[config.mk]
export PLATFORM = sky130hd
export DESIGN_NAME = alu_share_seq
export DESIGN_NICKNAME = d
export VERILOG_FILES = /design/src/rtl/alu_share_seq.sv
export SDC_FILE = /design/constraint.sdc
export NUM_CORES = 1
export LEC_CHECK = 0
export ABC_AREA = 1
export CAP_MARGIN = 20
export CORE_MARGIN = 2
export CORE_UTILIZATION = 35
export DETAILED_ROUTE_END_ITERATION = 10
export PLACE_DENSITY = 0.82
export SLEW_MARGIN = 5
export SYNTH_ARGS = -nofsm -noshare
export SYNTH_HDL_FRONTEND = slang
export SYNTH_SLANG_ARGS = --single-unit
[constraint.sdc]
create_clock -name clk -period 1.45 [get_ports clk]
set_clock_uncertainty 0.1 [all_clocks]
set_input_delay 0.2175 -clock clk [delete_from_list [all_inputs] [get_ports clk]]
set_output_delay 0.2175 -clock clk [all_outputs]
set_load 0.02 [all_outputs]
[src/rtl/alu_share_seq.sv]
// Round-robin sharing of one 16-bit add/sub ALU between two requesters, with a
// registered ALU interface. Define ALU_SHARE_WIDE_EN for 32-bit two-pass chaining.
module alu_share_seq #(
  parameter int DW = 16
) (
  input  logic            clk,
  input  logic            rst_n,
  input  logic [1:0]      req_valid,
  output logic [1:0]      req_ready,
  input  logic [1:0]      req_op,
  input  logic [1:0]      req_cin,
  input  logic [1:0]      req_wide,
  input  logic [2*DW-1:0] req_a0,
  input  logic [2*DW-1:0] req_b0,
  input  logic [2*DW-1:0] req_a1,
  input  logic [2*DW-1:0] req_b1,
  output logic            rsp_valid,
  input  logic            rsp_ready,
  output logic            rsp_id,
  output logic [2*DW-1:0] rsp_s,
  output logic            rsp_z,
  output logic            rsp_n,
  output logic            rsp_v,
  output logic            rsp_c,
  output logic [DW-1:0]   alu_a,
  output logic [DW-1:0]   alu_b,
  output logic            alu_op,
  output logic            alu_cin,
  input  logic [DW-1:0]   alu_s,
  input  logic            alu_z,
  input  logic            alu_n,
  input  logic            alu_v,
  input  logic            alu_c
);

  typedef struct packed {
    logic            op;
    logic            cin;
    logic            wide;
    logic [2*DW-1:0] a;
    logic [2*DW-1:0] b;
  } req_t;

`ifdef ALU_SHARE_WIDE_EN
  typedef enum logic [1:0] {IDLE, LO, HI, DONE} state_t;
`else
  typedef enum logic [1:0] {IDLE, LO, DONE} state_t;
`endif

  state_t        state;
  logic          ptr;
  logic          gnt_id;
  logic          gnt_vld;
  req_t          sel;
  logic [DW-1:0] s_lo;
  logic          z_q, n_q, v_q, c_q;

  // Preferred requester wins when valid; otherwise the other one (if any) does.
  always_comb begin
    gnt_id  = req_valid[ptr] ? ptr : ~ptr;
    gnt_vld = (state == IDLE) && (|req_valid);
    req_ready = '0;
    if (gnt_vld && rst_n) req_ready[gnt_id] = 1'b1;
  end

  assign sel = gnt_id ? req_t'{req_op[1], req_cin[1], req_wide[1], req_a1, req_b1}
                      : req_t'{req_op[0], req_cin[0], req_wide[0], req_a0, req_b0};

`ifdef ALU_SHARE_WIDE_EN
  logic          wide_q;
  logic [DW-1:0] a_hi_q, b_hi_q, s_hi;
  assign rsp_s = {s_hi, s_lo};
`else
  logic unused_hi;
  assign unused_hi = ^{sel.wide, sel.a[2*DW-1:DW], sel.b[2*DW-1:DW]};
  assign rsp_s = {{DW{1'b0}}, s_lo};
`endif

  assign rsp_z = z_q;
  assign rsp_n = n_q;
  assign rsp_v = v_q;
  assign rsp_c = c_q;

  always_ff @(posedge clk or negedge rst_n) begin
    if (!rst_n) begin
      state     <= IDLE;
      ptr       <= 1'b0;
      rsp_valid <= 1'b0;
      rsp_id    <= 1'b0;
      s_lo      <= '0;
      z_q       <= 1'b0;
      n_q       <= 1'b0;
      v_q       <= 1'b0;
      c_q       <= 1'b0;
      alu_a     <= '0;
      alu_b     <= '0;
      alu_op    <= 1'b0;
      alu_cin   <= 1'b0;
`ifdef ALU_SHARE_WIDE_EN
      wide_q    <= 1'b0;
      a_hi_q    <= '0;
      b_hi_q    <= '0;
      s_hi      <= '0;
`endif
    end else begin
      case (state)
        IDLE: if (gnt_vld) begin
          rsp_id  <= gnt_id;
          ptr     <= ~ptr;
          alu_a   <= sel.a[DW-1:0];
          alu_b   <= sel.b[DW-1:0];
          alu_op  <= sel.op;
          alu_cin <= sel.cin;
`ifdef ALU_SHARE_WIDE_EN
          wide_q  <= sel.wide;
          a_hi_q  <= sel.a[2*DW-1:DW];
          b_hi_q  <= sel.b[2*DW-1:DW];
`endif
          state   <= LO;
        end
        LO: begin
          s_lo <= alu_s;
          z_q  <= alu_z;
          n_q  <= alu_n;
          v_q  <= alu_v;
          c_q  <= alu_c;
`ifdef ALU_SHARE_WIDE_EN
          if (wide_q) begin
            // Subtract reports no-borrow in C, so the high pass borrows on ~C.
            alu_a   <= a_hi_q;
            alu_b   <= b_hi_q;
            alu_cin <= alu_op ? ~alu_c : alu_c;
            state   <= HI;
          end else begin
            s_hi      <= '0;
            rsp_valid <= 1'b1;
            state     <= DONE;
          end
`else
          rsp_valid <= 1'b1;
          state     <= DONE;
`endif
        end
`ifdef ALU_SHARE_WIDE_EN
        HI: begin
          s_hi      <= alu_s;
          z_q       <= z_q & alu_z;
          n_q       <= alu_n;
          v_q       <= alu_v;
          c_q       <= alu_c;
          rsp_valid <= 1'b1;
          state     <= DONE;
        end
`endif
        DONE: if (rsp_ready) begin
          rsp_valid <= 1'b0;
          state     <= IDLE;
        end
        default: state <= IDLE;
      endcase
    end
  end

endmodule

==> results.yml, run 1 <==
routing:
  drt_iter0_markers: 87
  drtPass1Iterations: 4
  postRouteAntennaNets: 0
  vias: 3155
  avgRoutedWirePerCell_um: 14.13
  vias_per_cell: 4.737
  drc: 0
  drt_wl_total_um: 9413
finish:
  antennaDiodeCount: 0
  drive_above_1_share: 0.1093
  final_util: 0.5696
  fin_nets: 712
  synthToLayoutAreaGrowth_pct: 57.48
global_routing:
  overflow: 0
  grt_max_degree: 60
  grt_pass1_vias: 3166
  antenna_found_initial: 0
  grt_pass1_wl_um: 15100
  grtUsageTotal: 0.1924
yosys:
  synth_compound_area_frac: 0.003173
  ys_warn_count: 0
  synth_xor_area_frac: 0.002777
  synth-adder-area-share: 0
  ys_types: 18
  synth_top_family_by_area: "simple AND/OR/NAND/NOR gates"
  synth-simple-area-share: 0.3649
  syn_inst: 391
  seq_area_frac_synth: 0.4681
  syn_area_um2: 3154
  synthMuxAreaShare: 0
  synth-seq-cells: 59
  syn_area_per_cell_um2: 8.067
clock_tree:
  clockBufferDepth: 2
  cts_sinks: 59
  htreeDepth: 3
  cts_buffers: 9
  root_buffer: "clkbuf_8"
  clock_latency_ns: 0.33
  postCtsHoldBufs: 0
  clk_pin_slew_ns: 0.07
  cts_tree: "built"
floorplanning:
  initial_core_util: 0.3617
  die_y_um: 98.93
  num_rows: 34
  die_area_um2: 9787
  core_region_area_um2: 8721
  dieWidth_um: 98.93
  ios: 233
timing:
  finalMaxSlewViolations: 0
  setup_slack_ns: -0.1739
  fmax_mhz: 615.8
  period_share: 1.120
  whs_ns: -0.03435
  hold_viol: 21
  min_period_ns: 1.624
  tightest_slew_ns: 0.7544
  maxSlewHeadroom: 0.4970
  rsz0062_at_grt: "yes"
  setup-violations-final: 2
power:
  p_int_w: 0.005475
  switching_share: 0.4423
  max-vdd-ir-drop_mv: 1.062
  seqPwrFrac: 0.294
  p_leak_nw: 2.623
  p_comb_frac: 0.556
  powerDensity_nw_per_um2: 1976
  finalPower_w: 0.009817
  netSwitchingPower_w: 0.004342
  pwr-share-clk: 0.150
worst_setup_path:
  path_common_cell: "nand2_2"
  slowest_stage: "dfrtp_1"
  crit_path_max_incr_delay_ns: 0.39
  startpoint_type: "register"
  endpoint_kind: "primary output"
  critPathBufInv: 3
  path_class: "reg -> out"
  crit_required_ns: 1.13
  path_cells: "inv_2 > nand2_2 > nor2_4 > buf_4 > nand2_2 > nor2_2 > buf_6"
  critPathTopFamily: "flip-flops"
  crit_fanout: 3
  arrival_ns: 1.31
placement:
  dp_hpwl_um: 6394
  io_buffers: 150
  globalplace.congestion: 0.7600
job:
  maxCapViolCount: 0
run_status:
  violations: "negative hold slack, negative setup slack"
  outcome: "complete, but fails checks"
min_path:
  hp-class: "in -> async"
==> worst register-to-register path, stage by stage (launching register included) <==
cell	delay [ns]
dfrtp_1	0.41
buf_4	0.15
buf_4	0.14
nand2_8	0.10
buf_12	0.14
nand3b_1	0.12
nand3_1	0.09
nand2_1	0.05
==> layout make-up <==
cell class | count | area, um2
inverter | 43 | 165.2
fill | 814 | 3754
multi-input combinational | 265 | 1282
clock buffer | 11 | 141.4
timing repair buffer | 173 | 1699
timing repair inverter | 2 | 15.01
clock inverter | 5 | 52.55
tap | 108 | 135.1
sequential | 59 | 1476
==> sequential cells by signal, summed over array words and instances, names as in the netlist <==
register   count
rsp_c          1
state          2
alu_op         1
rsp_z          1
rsp_id         1
rsp_v          1
s_lo          16
alu_cin        1
ptr            1
alu_a         16
alu_b         16
rsp_valid      1
rsp_n          1
==> worst paths after layout <==
| kind | to | depth (start not counted) | slack [ns] | startpoint |
|---|---|---|---|---|
| worst min register to register | rsp_v | 2 | 0.37 | rsp_v |
| worst max register to register | alu_b[7] | 7 | 0.06 | ptr |
| worst min-delay path | alu_b[14] | 2 | -0.03 | rst_n |
| worst max-delay path | req_ready[1] | 7 | -0.17 | state[1] |
| max in group asynchronous | alu_b[2] | 2 | 0.76 | rst_n |
| min in group clk | s_lo[10] | 3 | 0.32 | alu_s[10] |
==> logic make-up after synthesis <==
kind of cell,Yosys count
flip-flops,59
AND/OR/NAND/NOR,246
buffers and inverters,82
other,1
XOR/XNOR,1
AO/OA/AOI/OAI,2
==> through the flow <==
step                      worst slack (ns)  hold slack, ns  instances  setup TNS [ns]  instance area [um2]
after detailed placement           -0.6494          0.3600        641          -11.80                 4682
final                              -0.1739        -0.03435        666         -0.3326                 4967
after CTS                          -0.1817         0.02222        663         -0.3300                 4865
after global routing               -0.2584         0.04003        666         -0.5198                 4967
after global placement             -0.6272          0.3530        641          -10.34                 4682
after floorplan                    0.01591         -0.1781        406               0                 3218
==> routing by layer <==
metal  vias up  track usage  share of wire
met5         -            0              0
met4         0      0.06217          0.012
met3        11      0.05390          0.071
met2       140       0.3295           0.49
met1      1485       0.2340           0.42
li1       1519            -              -
==> synthesized netlist by cell type, drive strengths merged <==
master | n | area, um2
clkbuf | 3 | 41.29
dfrtp | 59 | 1476
nor2 | 4 | 17.52
buf | 36 | 301.5
o21ai | 2 | 10.01
nor3 | 1 | 5.000
inv | 43 | 161.4
xor2 | 1 | 8.760
nand3 | 69 | 345.3
conb | 1 | 3.750
nand2 | 138 | 528.0
nand3b | 34 | 255.2
==> power by group through the flow <==
stage / registers (W) / clock network, W / logic, W
2_1_floorplan: 0.00386 / 0 / 0.00236
3_3_place_gp: 0.00291 / 0 / 0.00552
3_5_place_dp: 0.00293 / 0 / 0.00568
4_1_cts: 0.00288 / 0.00151 / 0.00532
5_1_grt: 0.00299 / 0.00159 / 0.00598
6_report: 0.00289 / 0.00147 / 0.00546
==> repair_timing <==
action                                  CTS  global route
resized for setup                        75            13
endpoints found under the setup margin   59            49
pin swaps                                 2             5
setup buffers                             5             2
cloned                                    1             3
==> placed cells by master, fill, tap and decap left out, drive strengths merged, types with 2 or more instances in the layout <==
master           n
nor2             4
clkdlybuf4s50   89
o21ai            2
clkbuf          13
conb            16
nand2          138
nand3           69
nand3b          34
clkinv           3
dlygate4sd2     57
dfrtp           59
inv             42
clkinvlp         4
buf             24
No activity file was read; power rests on OpenSTA's default activity.
==> run 2: changes to the inputs <==
--- a/config.mk
+++ b/config.mk
@@ -11,6 +11,7 @@
 export CORE_UTILIZATION = 35
 export DETAILED_ROUTE_END_ITERATION = 10
 export PLACE_DENSITY = 0.82
+export SETUP_SLACK_MARGIN = 0.4
 export SLEW_MARGIN = 5
 export SYNTH_ARGS = -nofsm -noshare
 export SYNTH_HDL_FRONTEND = slang
==> run 2 against run 1 <==
Count of clock-buffer cells in the layout fell by 2. Largest cell class unchanged. Non-clock buffer count is 50 higher. Utilization rose by 13 points. Sequential share of layout area decreased by 5.5 points. Clock power about the same. Worst hold slack gained 0.021 ns. Register-to-register slack lost 0.13 ns. The flow still finishes with violations (negative hold slack, negative setup slack). Highest routed layer unchanged. Critical path type is now in -> out. Cell area is 23% higher. Setup slack got worse by 0.012 ns. Fmax down 0.74%. Final cell count increased by 7.2%. Largest power group unchanged.
==> results.yml, run 2 (synthesis gave the netlist of run 1 again) <==
clock_tree:
  root_buffer: "clkbuf_8"
  htreeDepth: 3
  cts_buffers: 9
  clk_pin_slew_ns: 0.08
  cts_tree: "built"
  clock_latency_ns: 0.34
  clockBufferDepth: 2
  cts_sinks: 59
worst_setup_path:
  startpoint: "req_valid[0]"
  crit_path_max_incr_delay_ns: 0.52
  startpoint_type: "primary input"
  endpoint_kind: "primary output"
  r2r_cells: 5
  slowest_stage: "clkdlybuf4s50_1"
  rr_endpoint: "alu_a[2]"
  crit_end: "req_ready[0]"
  arrival_ns: 1.32
  crit_fanout: 3
  path_class: "in -> out"
  r2r-start: "ptr"
  crit_required_ns: 1.13
  path_cells: "clkdlybuf4s50_1 > nor2_1 > nor2_4 > inv_2 > nor3_4 > buf_6"
  r2r_setup_slack_ns: -0.07
routing:
  drtPass1Iterations: 4
  avgRoutedWirePerCell_um: 16.80
  drc: 0
  vias_per_cell: 4.777
  vias: 3411
  postRouteAntennaNets: 0
  drt_iter0_markers: 127
  drt_wl_total_um: 11990
global_routing:
  grtUsageTotal: 0.2363
  overflow: 0
  grt_pass1_vias: 3501
  grt_pass1_wl_um: 17930
  antenna_found_initial: 0
  grt_max_degree: 60
timing:
  setup_slack_ns: -0.1860
  hold_viol: 18
  rsz0062_at_grt: "yes"
  whs_ns: -0.01330
  min_period_ns: 1.636
  finalMaxSlewViolations: 0
  period_share: 1.128
  setup-violations-final: 33
  tightest_slew_ns: 0.7523
  fmax_mhz: 611.3
  maxSlewHeadroom: 0.4985
finish:
  fin_area_um2: 6092
  layout_commonest_cell: "nand2_1"
  fin_nets: 760
  reg.largest.list: "alu_a: 16 flops, alu_b: 16 flops, s_lo: 16 flops"
  fillers: 631
  antennaDiodeCount: 0
  register_area_um2: 1476
  final_cell_mix: "nand2_1, clkdlybuf4s50_1, buf_6"
  multi_input_area_um2: 1504
  synthToLayoutAreaGrowth_pct: 93.14
  drive_above_1_share: 0.3449
placement:
  globalplace.congestion: 0.7780
  dp_hpwl_um: 6514
  placed_area_um2: 4871
  io_buffers: 150
power:
  finalPower_w: 0.01367
  max-vdd-ir-drop_mv: 1.314
  p_leak_nw: 3.113
  powerDensity_nw_per_um2: 2245
run_status:
  outcome: "complete, but fails checks"
  violations: "negative hold slack, negative setup slack"
floorplanning:
  die_y_um: 98.93
  ios: 233
  initial_core_util: 0.3617
  die_area_um2: 9787
  num_rows: 34
  core_region_area_um2: 8721
  dieWidth_um: 98.93
job:
  maxCapViolCount: 0
min_path:
  hp-class: "in -> async"
## run 2: metrics by stage
stage | setup WS, ns | util | hold slack, ns | instances | setup TNS (ns)
finish | -0.1860 | 0.6986 | -0.01330 | 714 | -1.926
CTS | -0.2406 | 0.6618 | 0.003631 | 688 | -2.192
detailed placement | -0.6507 | 0.5585 | 0.3587 | 641 | -17.02
global route | -0.2635 | 0.6986 | 0.05370 | 714 | -4.759
floorplan | 0.09167 | - | -0.1781 | 406 | 0
global placement | -0.5974 | 0.5585 | 0.3532 | 641 | -14.89
## run 2: power breakdown
part	leakage [nW]	internal (W)	switching, W
combinational	2.30	0.00486	0.00419
sequential	0.723	0.00248	0.000635
clock	0.0950	0.000787	0.000718
## run 2: routing by layer
layer	up-vias	global-route usage	part of all wire
met5	-	0	0
met3	24	0.05319	0.068
met4	0	0.09484	0.021
met1	1611	0.2954	0.40
met2	157	0.3960	0.51
li1	1619	-	-
## run 2: how the worst min path moves through the flow
stage	startpoint	end	depth (start not counted)
2_1_floorplan	rst_n	alu_a[0]	0
3_3_place_gp	alu_a[6]	alu_a[6]	2
3_5_place_dp	s_lo[13]	s_lo[13]	2
4_1_cts	rst_n	alu_b[7]	2
5_1_grt	rst_n	alu_b[13]	2
6_report	rst_n	alu_b[13]	2
## run 2: layout make-up
| class | count | area share |
|---|---|---|
| flip-flops and latches | 59 | 0.2424 |
| multi-input cells | 265 | 0.2469 |
| clock inverters | 7 | 0.01130 |
| clock buffers | 9 | 0.02033 |
| repair buffers | 223 | 0.4297 |
| inverters | 43 | 0.02732 |
| well taps | 108 | 0.02218 |
## run 2: what timing repair did
| action | CTS | global route |
|---|---|---|
| setup buffers | 18 | 23 |
| cloned | 13 | 3 |
| hold buffers | 0 | 0 |
| setup endpoints to repair | 117 | 117 |
| pin swaps | 6 | 6 |
| resized for setup | 385 | 22 |
## run 2: worst max-delay path, delay by kind of cell
kind,cells,cell delay [ns]
buf+inv,3,0.73
simple gates,3,0.37
==> variant, RTL diff (config.mk and constraints of run 2) <==
Change the parameter `DW` from 16 to 12.
--- a/src/rtl/alu_share_seq.sv
+++ b/src/rtl/alu_share_seq.sv
@@ -2,5 +2,5 @@
 // registered ALU interface. Define ALU_SHARE_WIDE_EN for 32-bit two-pass chaining.
 module alu_share_seq #(
-  parameter int DW = 16
+  parameter int DW = 12
 ) (
   input  logic            clk,
Interface: changed (8 resized); port bits go from 233 to 181. The function was not compared with the original's and may differ.
==> variant against run 2 <==
- the flow still finishes with violations (negative hold slack, negative setup slack)
- wire length down 34%
- synthesized area down 22%
- clock power down 47%
- total power down 28%
- non-clock buffer count down 49
- cell area down 25%
- count of clock-buffer cells in the layout down 4
- first-iteration DRC count down 44%
- worst setup slack better by 28 ps
- sequential power down 21%
- synthesized cell count down 21%
- maximum frequency up 1.7%
- sequential cell count down 12
- largest power group unchanged
==> variant: results (changes against run 2) <==
status=finished with violations; failing checks=negative hold slack, negative setup slack; dpl ws=-658.8 ps (-8.106 ps); Hold WS=-86.63 ps (-73.33 ps); H-tree Lvls=2 (-1); initial drt markers=71 (-44%); layout filler cell count=557 (-12%); GR Util met2=37.67% (-1.9 points); Sequential cell area=1176 um^2 (-20%); Vias/cell=4.566 (-4.4%); post-synth cell types=17 (-1); Clock Latency Late Sink=300 ps (-40 ps); met2 wire len=4195 um (-32%); Non-CTS buffers=174 (-22%); routability cong.=0.7607 (-2.2%); Worst path top cell family by delay=flip-flops; CP max stage cell=dfrtp_1; leak pwr=2.364 nW (-24%); placed cell count=518 (-19%); Cell Area, Placed=3785 um^2 (-22%); Final HPWL DP=4887 um (-25%); post-synthesis cell area=2454 um^2 (-22%); PnR worst setup slack=-158.3 ps (+27.72 ps); CTS clk-pin slew, worst paths=100 ps (+20 ps); Fin. Hold Viols=47 (+29); Final Setup Violations=19 (-42%); multi-input logic cell count=209 (-21%); Comb group=6.54 mW (-28%); clock power share=8.2% (-2.8 points); sequential area share after synthesis=47.93% (+1.1 points); sequential cells=47 (-20%); Pwr Total=9.797 mW (-28%); Int Pwr=5.772 mW (-29%); fraction of area in multi-input gates=24.91% (+0.22 points); Inverters=37 (-14%); Finished Layout Cells=571 (-20%); Num CTS Buffers=5 (-4); r2r setup slk=-90 ps (-20 ps); wl on met1=3067 um (-35%); GR met1 Demand/Resource=24.52% (-5.0 points); Global Route met3 Usage=5.561% (+0.24 points); Peak supply drop=1.195 mV (-9.1%); pin count of the biggest net entering global routing=48 (-20%); Post-Syn Instances=307 (-21%); Non-clock buffer share=41.08% (-1.9 points); Sum Neg Setup Slack=-1462 ps (+463.9 ps); crit-path max cell delay=410 ps (-110 ps); vias in the first global route=2618 (-25%)
[variant: path summary, 6_finish.rpt]
kind                              startpoint      endpoint  depth (start not counted)
worst max-delay path                state[1]  req_ready[0]                          6
worst min-delay path                   rst_n        rsp_id                          2
worst max register to register      state[1]      alu_b[3]                          8
worst min register to register      alu_b[8]      alu_b[8]                          2
max in group asynchronous              rst_n     alu_b[11]                          2
min in group clk                req_valid[1]        rsp_id                          5
[variant: kinds of logic after synthesis]
kind of cell              count (synthesis)  share of synthesized area (%)
AOI/OAI and AO/OA                         2                         0.4080
xor gates and xnor gates                  1                         0.3570
buffers and inverters                    62                          13.92
DFF                                      47                          47.93
other                                     1                         0.1528
and+or+nand+nor                         194                          37.23
[variant: repair_timing]
action / CTS / global route
cloned: 8 / 0
resized for setup: 308 / 20
setup endpoints to repair: 92 / 93
hold endpoints to repair: 47 / 47
setup buffers: 20 / 17
pin swaps: 4 / 7
